File: src/rtl/dcache_arb.sv
// dcache_arb: arbiter/sequencer for the single data-cache command port.
//
// Two requesters share the port: load misses from the LSQ and retired
// stores from the store-queue head. Stores wait in a small circular
// committed-store buffer (CSB). Loads normally win, bounded by a starvation
// counter. A load whose address matches a buffered store is either parked in
// a 1-entry hold register until the store drains, or (with DCARB_STFWD_EN)
// answered directly from the youngest matching CSB entry.
//
// Optional feature macro: DCARB_STFWD_EN (store-to-load forwarding).
//
// Ports:
//   clock, reset                 rising-edge clock, synchronous active-low reset
//   lsq_st_valid/addr/value      retired store offered; lsq_st_ack = ~csb_full
//   ld_req/addr/pr_idx/ar_idx    load offered; ld_avail says it is consumed
//   dc_cmd_ready                 cache accepts a command this cycle
//   dc_cmd_valid/wr/addr/wr_data/pr_idx/ar_idx   command to the Dcache
//   fwd_valid/pr_idx/ar_idx/value                forwarded load result
//   halt_req, drained            drain the CSB, block new loads
//   csb_full, csb_empty          buffer occupancy
module dcache_arb #(
    parameter int CSB_DEPTH    = 4,
    parameter int STARVE_LIMIT = 8
) (
    input  logic        clock,
    input  logic        reset,
    input  logic        lsq_st_valid,
    input  logic [63:0] lsq_st_addr,
    input  logic [63:0] lsq_st_value,
    output logic        lsq_st_ack,
    input  logic        ld_req,
    input  logic [63:0] ld_addr,
    input  logic [6:0]  ld_pr_idx,
    input  logic [4:0]  ld_ar_idx,
    output logic        ld_avail,
    input  logic        dc_cmd_ready,
    output logic        dc_cmd_valid,
    output logic        dc_cmd_wr,
    output logic [63:0] dc_addr,
    output logic [63:0] dc_wr_data,
    output logic [6:0]  dc_pr_idx,
    output logic [4:0]  dc_ar_idx,
    output logic        fwd_valid,
    output logic [6:0]  fwd_pr_idx,
    output logic [4:0]  fwd_ar_idx,
    output logic [63:0] fwd_value,
    input  logic        halt_req,
    output logic        drained,
    output logic        csb_full,
    output logic        csb_empty
);
    localparam int PW = $clog2(CSB_DEPTH);
    localparam int CW = PW + 1;

    typedef enum logic [1:0] {
        LD_PRI = 2'd0,
        ST_PRI = 2'd1,
        DRAIN  = 2'd2
    } state_t;

    state_t        state;
    logic [63:0]   csb_addr [CSB_DEPTH];
    logic [63:0]   csb_data [CSB_DEPTH];
    logic [PW-1:0] head, tail;
    logic [CW-1:0] count, count_nxt;
    logic [3:0]    starve_cnt;

    logic          hold_valid;
    logic [63:0]   hold_addr;
    logic [6:0]    hold_pr;
    logic [4:0]    hold_ar;

    logic [CSB_DEPTH-1:0] ld_hit, hold_hit;
    logic ld_conf, hold_conf, ld_take, enq, hold_set;
    logic iss_st, iss_hold, iss_ld;

    // Per-entry validity and address match. An entry is live when its
    // distance from head is below count. The store being enqueued this cycle
    // is not yet in the array, so it never takes part in the match.
    generate
        for (genvar i = 0; i < CSB_DEPTH; i++) begin : g_ent
            logic [PW-1:0] age;
            logic          live;
            assign age         = PW'(i) - head;
            assign live        = {1'b0, age} < count;
            assign ld_hit[i]   = live & (csb_addr[i] == ld_addr);
            assign hold_hit[i] = live & (csb_addr[i] == hold_addr);
        end
    endgenerate

    assign ld_conf   = |ld_hit;
    assign hold_conf = |hold_hit;

    assign csb_full   = (count == CW'(CSB_DEPTH));
    assign csb_empty  = (count == '0);
    assign lsq_st_ack = ~csb_full;
    assign ld_avail   = ~hold_valid & (state == LD_PRI) & dc_cmd_ready;
    assign drained    = (state == DRAIN) & csb_empty & ~hold_valid;

    assign ld_take = ld_req & ld_avail;
    assign enq     = lsq_st_valid & ~csb_full;

    // Port choice. A conflicting new load still owns the port for the cycle
    // it is accepted (it goes to hold/forward), so no store issues then.
    always_comb begin
        iss_st   = 1'b0;
        iss_hold = 1'b0;
        iss_ld   = 1'b0;
        if (dc_cmd_ready) begin
            if (hold_valid & ~hold_conf)
                iss_hold = 1'b1;
            else if (hold_valid)
                iss_st = 1'b1;
            else if (state != LD_PRI)
                iss_st = ~csb_empty;
            else if (ld_req)
                iss_ld = ~ld_conf;
            else
                iss_st = ~csb_empty;
        end
    end

    always_comb begin
        dc_cmd_valid = iss_st | iss_hold | iss_ld;
        dc_cmd_wr    = iss_st;
        dc_addr      = '0;
        dc_wr_data   = '0;
        dc_pr_idx    = '0;
        dc_ar_idx    = '0;
        if (iss_st) begin
            dc_addr    = csb_addr[head];
            dc_wr_data = csb_data[head];
        end else if (iss_hold) begin
            dc_addr   = hold_addr;
            dc_pr_idx = hold_pr;
            dc_ar_idx = hold_ar;
        end else if (iss_ld) begin
            dc_addr   = ld_addr;
            dc_pr_idx = ld_pr_idx;
            dc_ar_idx = ld_ar_idx;
        end
    end

    assign count_nxt = count + CW'(enq) - CW'(iss_st);

    // Store payload array: no reset needed, occupancy is tracked by count.
    always_ff @(posedge clock) begin
        if (enq) begin
            csb_addr[tail] <= lsq_st_addr;
            csb_data[tail] <= lsq_st_value;
        end
    end

    always_ff @(posedge clock) begin
        if (!reset) begin
            state      <= LD_PRI;
            head       <= '0;
            tail       <= '0;
            count      <= '0;
            starve_cnt <= '0;
            hold_valid <= 1'b0;
            hold_addr  <= '0;
            hold_pr    <= '0;
            hold_ar    <= '0;
        end else begin
            count <= count_nxt;
            if (enq)    tail <= tail + PW'(1);
            if (iss_st) head <= head + PW'(1);

            if (iss_hold) begin
                hold_valid <= 1'b0;
            end else if (hold_set) begin
                hold_valid <= 1'b1;
                hold_addr  <= ld_addr;
                hold_pr    <= ld_pr_idx;
                hold_ar    <= ld_ar_idx;
            end

            if (state != LD_PRI || iss_st)
                starve_cnt <= '0;
            else if (!csb_empty)
                starve_cnt <= starve_cnt + 4'd1;

            case (state)
                LD_PRI: begin
                    if (halt_req)
                        state <= DRAIN;
                    else if (csb_full ||
                             (!iss_st && !csb_empty &&
                              starve_cnt == 4'(STARVE_LIMIT - 1)))
                        state <= ST_PRI;
                end
                ST_PRI: begin
                    if (halt_req)
                        state <= DRAIN;
                    else if (iss_st && count_nxt != CW'(CSB_DEPTH))
                        state <= LD_PRI;
                end
                DRAIN: begin
                    if (!halt_req)
                        state <= LD_PRI;
                end
                default: state <= LD_PRI;
            endcase
        end
    end

`ifdef DCARB_STFWD_EN
    logic          fwd_take;
    logic [63:0]   fwd_sel;
    logic [PW-1:0] fwd_idx;

    assign hold_set = 1'b0;
    assign fwd_take = ld_take & ld_conf;

    // Walk from oldest to youngest; the last hit is the youngest store.
    always_comb begin
        fwd_sel = '0;
        fwd_idx = '0;
        for (int k = 0; k < CSB_DEPTH; k++) begin
            fwd_idx = head + PW'(k);
            if (ld_hit[fwd_idx])
                fwd_sel = csb_data[fwd_idx];
        end
    end

    always_ff @(posedge clock) begin
        if (!reset) begin
            fwd_valid  <= 1'b0;
            fwd_pr_idx <= '0;
            fwd_ar_idx <= '0;
            fwd_value  <= '0;
        end else begin
            fwd_valid <= fwd_take;
            if (fwd_take) begin
                fwd_pr_idx <= ld_pr_idx;
                fwd_ar_idx <= ld_ar_idx;
                fwd_value  <= fwd_sel;
            end
        end
    end
`else
    assign hold_set   = ld_take & ld_conf;
    assign fwd_valid  = 1'b0;
    assign fwd_pr_idx = '0;
    assign fwd_ar_idx = '0;
    assign fwd_value  = '0;
`endif

endmodule

File: config.mk
export PLATFORM = sky130hd
export DESIGN_NAME = dcache_arb
export DESIGN_NICKNAME = d
export VERILOG_FILES = /design/src/rtl/dcache_arb.sv
export SDC_FILE = /design/constraint.sdc
export NUM_CORES = 1
export LEC_CHECK = 0
export BUFFER_PORTS_ARGS = -buffer_cell sky130_fd_sc_hd__buf_4
export CORE_UTILIZATION = 43
export DETAILED_ROUTE_END_ITERATION = 10
export PLACE_DENSITY = 0.64
export SLEW_MARGIN = 10
export SYNTH_ARGS = -nofsm -noshare
export SYNTH_HDL_FRONTEND = slang
export SYNTH_SLANG_ARGS = --single-unit
export TNS_END_PERCENT = 50
File: constraint.sdc
create_clock -name clock -period 4.2 [get_ports clock]
set_input_delay 0.21 -clock clock [delete_from_list [all_inputs] [get_ports clock]]
set_output_delay 0.21 -clock clock [all_outputs]
set_load 0.02 [all_outputs]
==> impl_metrics.ini, run 1 <==
[critical_path]
max_stage_delay_ns = 0.47
critPathSlowestCell = edfxtp_1
endpoint_kind = output pin
cp.required_ns = 3.99
arrival_ns = 4.13
critPathLaunchType = flop
path_max_fanout = 8
crit_path_cell_trace = xnor2_4 > nand4_1 > nor4_1 > buf_4 > nand3_4 > o41ai_2 > buf_4 > o31ai_4 > inv_4 > buf_12 > buf_16 > buf_12 > a21oi_1 > a2bb2oi_1 > buf_4
crit_top_cell = buf_4
path_class = reg -> out

[die]
rows = 97
die_w_microns = 270
top_level_ports = 434
core-area_sq_mm = 0.0704
initial_core_util_pct = 43.7
die-area_sq_mm = 0.0726
die_y_microns = 270

[cts]
root_buffer = clkbuf_16
cts_tree = built
clkSlewWorstSetupHoldPaths_ns = 0.06
clock_path_buffers = 3
clk_latency_ns = 0.65
h-tree-depth = 3
cts_buffers = 70
clock_sinks = 604

[power]
comb_power_share_pct = 29.1
pwr-share-clk_pct = 31.8
swShare_pct = 31.9
cellPowerDensity_mw_per_mm2 = 481
peakVddDrop_uv = 451
net-switching-power_uw = 6180
intPower_uw = 13200
p_seq_share_pct = 39.1
power.leakage_uw = 0.0146

[logic_synthesis]
netlist_area_sq_mm = 0.0308
yosysWarnings = 0
ys_types = 46
synth_edf_count = 512
syn_inst = 2222
ys_ff_latch = 604
synth_flop_cell = edfxtp_1
async_flop_share_pct = 0
avgSynthCellArea_sq_um = 13.9
seq_area_frac_synth_pct = 55.9

[cells_and_area]
layout.nets = 3067
area_growth_syn_to_layout_pct = 31.2
layout_commonest_cell = edfxtp_1
fin_util_pct = 57.3
most-common-layout-cells = edfxtp_1, buf_4, xor2_1
layout-drive-gt1-share_pct = 29.4

[sta]
fin_crit_sh_pct = 103
tightestPinTransition_ns = 1.02
rsz0062_at_grt = yes
maxClockFrequency_ghz = 0.231
setup_violations = 90
tns_ns = -4.39
relSlewSlack_pct = 32.3
layout_setup_ws_ns = -0.135
finalHoldViolCount = 0
layout_min_cycle_time_ns = 4.34
drv_slew = 0
hold_slack_ns = 0.0544
finClkSkew_ns = 0.0437

[global_routing]
antenna_found_initial = 13
track_usage_pct = 33.8
grt_pass1_wl_mm = 171
grt_pass1_vias = 22000
grt-ovfl-total = 0
grt_max_degree = 82

[route]
via_per_inst = 5.65
drt_iter0_drc = 2389
drc_errors = 0
routedWlPerCell_microns = 32.6
drt_wl_total_mm = 126
ant_nets = 0
drt_first_pass_iters = 5
num_vias = 21800
top_layer = met5
wl_met1_mm = 47.8
wl_met3_mm = 10.5
wl_met2_mm = 59.6

[status]
violations = setup timing
status = complete, but fails checks

[placed_design]
gp_congestion = 1.09
io_buffers = 356
hpwl_mm = 91.3

[hold_path]
hp-class = in -> reg

[flow_run]
maxCapViolCount = 0
critical path, delay by kind of cell, from the launching register on:
| kind | cells | cell delay [ns] |
|---|---|---|
| AOI/OAI and AO/OA | 4 | 0.62 |
| buffers and inverters | 7 | 1.14 |
| and+or+nand+nor | 3 | 0.89 |
| DFF | 1 | 0.47 |
| xor gates and xnor gates | 1 | 0.35 |
power by group through the flow:
stage	logic, uW	registers [uW]	clock network [uW]
after floorplan	2910	7520	0
after global placement	5000	7660	0
after detailed placement	4990	7700	0
after CTS	5490	7580	6240
after global routing	5820	7630	6460
final	5640	7580	6180
synth_stat cells, types with 11 or more instances:
master	count	area (sq um)
a21oi_1	68	340
a22o_1	12	105
a2bb2oi_1	63	552
and2_1	69	432
buf_2	133	666
buf_4	82	616
clkbuf_1	70	263
dfxtp_1	92	1840
edfxtp_1	512	15400
ha_1	11	138
inv_1	11	41.3
mux2i_1	77	771
mux4_2	128	2880
nand2_1	72	270
nand3_1	12	60.1
nand4_1	58	363
nor2b_1	78	488
nor4_1	100	626
xnor2_1	175	1530
xor2_1	345	3020
area by class of cell:
class / instances / area [sq um]
Multi-Input combinational cell: 1391 / 12700
Antenna cell: 7 / 17.5
Clock inverter: 42 / 493
Fill cell: 5631 / 30000
Sequential cell: 604 / 17200
Clock buffer: 88 / 1850
Inverter: 12 / 47.5
Timing Repair Buffer: 766 / 6900
Tap cell: 940 / 1180
flip-flops by register name, indices dropped and copies added, names as in the netlist, named ones only:
signal	cells
starve_cnt	4
tail	2
hold_pr	7
hold_addr	64
hold_valid	1
hold_ar	5
count	3
head	2
csb_data	256
csb_addr	256
state	2
what timing repair did:
| action | CTS | global route |
|---|---|---|
| gates resized for setup | 62 | 41 |
| setup endpoints to repair | 147 | 129 |
| pin swaps | 12 | 16 |
| hold endpoints to repair | 590 | 0 |
| cloned | 6 | 4 |
| hold buffers | 205 | 0 |
| buffers inserted | 8 | 8 |
per-layer routing:
| layer | GRT usage [%] | vias to the layer above |
|---|---|---|
| met4 | 17.7 | 6 |
| met5 | 0 | - |
| met2 | 54.8 | 1126 |
| li1 | - | 9237 |
| met3 | 7.97 | 236 |
| met1 | 42.0 | 11100 |
final timing paths:
path	end	start	slack, ns	depth (start not counted)
worst max-delay path	dc_addr[11]	csb_addr[0][52]$_DFFE_PP_	-0.14	15
worst min-delay path	tail[1]$_SDFFE_PN0P_	lsq_st_valid	0.05	4
worst max register to register	state[0]$_SDFFE_PN0P_	csb_addr[0][52]$_DFFE_PP_	-0.05	19
worst min register to register	state[1]$_SDFFE_PN0P_	state[1]$_SDFFE_PN0P_	0.50	1
metrics by stage:
stage | power, uW | setup WS [ns] | cell area [sq um] | cells
after detailed placement | 12700 | -0.656 | 35000 | 3490
after CTS | 19300 | -0.119 | 40000 | 3836
after global routing | 19900 | -0.141 | 40400 | 3847
final | 19400 | -0.135 | 40400 | 3850
after global placement | 12700 | -0.763 | 35000 | 3490
after floorplan | 10400 | -0.0702 | 31100 | 2298
kinds of logic after synthesis:
| kind of cell | Yosys count | synth area share, % |
|---|---|---|
| fa+ha+maj | 12 | 0.512 |
| buf+inv | 303 | 5.37 |
| flops | 604 | 55.9 |
| compound gates | 164 | 3.75 |
| other cells | 1 | 0.0122 |
| xor+xnor | 520 | 14.8 |
| mux | 205 | 11.9 |
| simple gates | 413 | 7.75 |
Power figures use the tool's default switching activity.
==> run 2: changes to the inputs <==
- PLACE_DENSITY: 0.64 -> 0.62
- SKIP_LAST_GASP: default -> 1
- clock period: 4.2 -> 4.3 ns (I/O delays scaled with it)
==> run 2 against run 1 <==
- the flow still finishes with violations (setup timing)
- sequential power decreased by 3%
- clock power decreased by 1%
- clock skew decreased by 0.018 ns
- critical path type unchanged
- register-to-register slack improved by 0.23 ns
- largest power group unchanged
- first-iteration DRC count decreased by 9.8%
- largest cell class unchanged
==> impl_metrics.ini, run 2 (synthesis gave the netlist of run 1 again) <==
[status]
status = complete, but fails checks
violations = setup timing

[global_routing]
grt_pass1_vias = 21800
antenna_found_initial = 7
grt_pass1_wl_mm = 168
grt_max_degree = 67
grt-ovfl-total = 0
track_usage_pct = 32.9

[power]
total_power_uw = 18700
peakVddDrop_uv = 429
net-switching-power_uw = 5800
intPower_uw = 12900
comb_power_share_pct = 27.7
swShare_pct = 31.1
cellPowerDensity_mw_per_mm2 = 470
p_seq_share_pct = 39.6
pwr-share-clk_pct = 32.7
power.leakage_uw = 0.0144

[sta]
fin_crit_sh_pct = 101
setup_violations = 1
layout_min_cycle_time_ns = 4.36
relSlewSlack_pct = 40.2
layout_setup_ws_ns = -0.0586
finClkSkew_ns = 0.0257
drv_slew = 0
maxClockFrequency_ghz = 0.229
tightestPinTransition_ns = 0.897
rsz0062_at_grt = yes
finalHoldViolCount = 0

[die]
initial_core_util_pct = 43.7
die-area_sq_mm = 0.0726
die_y_microns = 270
top_level_ports = 434
core-area_sq_mm = 0.0704
die_w_microns = 270
rows = 97

[cells_and_area]
layout_commonest_cell = edfxtp_1
nFillCells = 5732
area_growth_syn_to_layout_pct = 28.9
reg.largest.list = csb_addr (256), csb_data (256), hold_addr (64)
layout-drive-gt1-share_pct = 28.0
layout.cells.non_filler = 3821
layout.nets = 3041
most-common-layout-cells = edfxtp_1, buf_4, xor2_1

[route]
ant_nets = 0
num_vias = 21500
drt_iter0_drc = 2155
drt_first_pass_iters = 5
drt_wl_total_mm = 123
drc_errors = 0
routedWlPerCell_microns = 32.1
via_per_inst = 5.63

[cts]
h-tree-depth = 3
root_buffer = clkbuf_16
cts_tree = built
clkSlewWorstSetupHoldPaths_ns = 0.06
cts_buffers = 70
clk_latency_ns = 0.62
clock_sinks = 604
clock_path_buffers = 3

[critical_path]
critPathLaunchType = flop
path_max_fanout = 35
crit_path_cell_trace = xor2_1 > nor4_1 > nand3_1 > nor4_4 > buf_4 > nor4_4 > bufbuf_16 > a21oi_1 > a2bb2oi_2 > buf_4
path_class = reg -> out
endpoint_kind = output pin
arrival_ns = 4.14
critPathSlowestCell = nor4_1
max_stage_delay_ns = 0.77
cp.required_ns = 4.09

[hold_path]
hp-class = in -> reg

[flow_run]
maxCapViolCount = 0

[placed_design]
hpwl_mm = 89.8
io_buffers = 356
place_ws_ns = 0.160
dp_cells = 3476
gp_congestion = 1.05
==> run 2: cell types whose count changed in the layout (fill, tap and decap cells not counted), moves of 5 or more <==
cell / before / now
a2bb2oi_1: 45 / 55
a21oi_2: 9 / 0
xnor2_1: 166 / 172
clkinv_1: 19 / 7
buf_6: 17 / 0
buf_12: 24 / 17
a2bb2oi_2: 18 / 8
a21oi_1: 56 / 68
xnor2_2: 8 / 3
==> run 2: final cells by class <==
class | count | area (sq um) | share of cell area (%)
sequential | 604 | 17200 | 43.4
multi-input combinational | 1391 | 12400 | 31.3
timing repair buffer | 740 | 6450 | 16.2
clock buffer | 95 | 1940 | 4.88
tap | 940 | 1180 | 2.96
clock inverter | 35 | 415 | 1.05
inverter | 12 | 47.5 | 0.120
antenna | 4 | 10.0 | 0.0252
==> run 2: per-layer routing <==
metal / global-route usage [%] / share of wire (%) / vias to the layer above
met5: 0 / 0.042 / -
met4: 14.7 / 4.9 / 8
met3: 5.63 / 7.8 / 216
li1: - / - / 9177
met1: 43.0 / 39 / 11000
met2: 53.8 / 48 / 1091
==> run 2: critical path: cells and delay by family, from the launching register on <==
family / cells / cell delay (ns)
AND/OR/NAND/NOR: 4 / 1.70
buffers and inverters: 3 / 0.72
flip-flops: 1 / 0.44
AO/OA/AOI/OAI: 2 / 0.39
XOR/XNOR: 1 / 0.22
==> run 2: worst paths after layout <==
| path | start | slack, ns | end | depth (start not counted) |
|---|---|---|---|---|
| min | lsq_st_valid | 0.09 | tail[1]$_SDFFE_PN0P_ | 4 |
| min reg2reg | state[1]$_SDFFE_PN0P_ | 0.52 | state[0]$_SDFFE_PN0P_ | 1 |
| max | csb_addr[1][54]$_DFFE_PP_ | -0.06 | dc_addr[2] | 10 |
| max reg2reg | csb_addr[3][59]$_DFFE_PP_ | 0.18 | state[0]$_SDFFE_PN0P_ | 19 |
==> run 2: power by group through the flow <==
stage	logic, uW	registers, uW	clock network [uW]
6_report	5170	7390	6090
5_1_grt	5360	7450	6380
4_1_cts	5060	7390	6170
3_5_place_dp	4820	7510	0
3_3_place_gp	4820	7480	0
2_1_floorplan	2840	7390	0
==> run 2: stage by stage <==
stage	cell area, sq um	hold slack [ns]	util (%)	setup TNS [ns]
6_report	39700	0.0949	56.4	-0.0586
5_1_grt	39700	0.117	56.4	-0.0586
4_1_cts	39400	0.0600	56.0	-0.169
3_5_place_dp	34900	0.404	49.6	0
3_3_place_gp	34900	0.404	49.6	0
2_1_floorplan	31100	0.294	-	0
==> run 2: repair_timing <==
action | 4_1_cts | 5_1_grt
hold buffers | 205 | 0
pin swaps | 0 | 3
resized for setup | 17 | 25
endpoints found under the hold margin | 590 | 0
cloned | 1 | 3
endpoints found under the setup margin | 93 | 49
setup buffers | 0 | 2
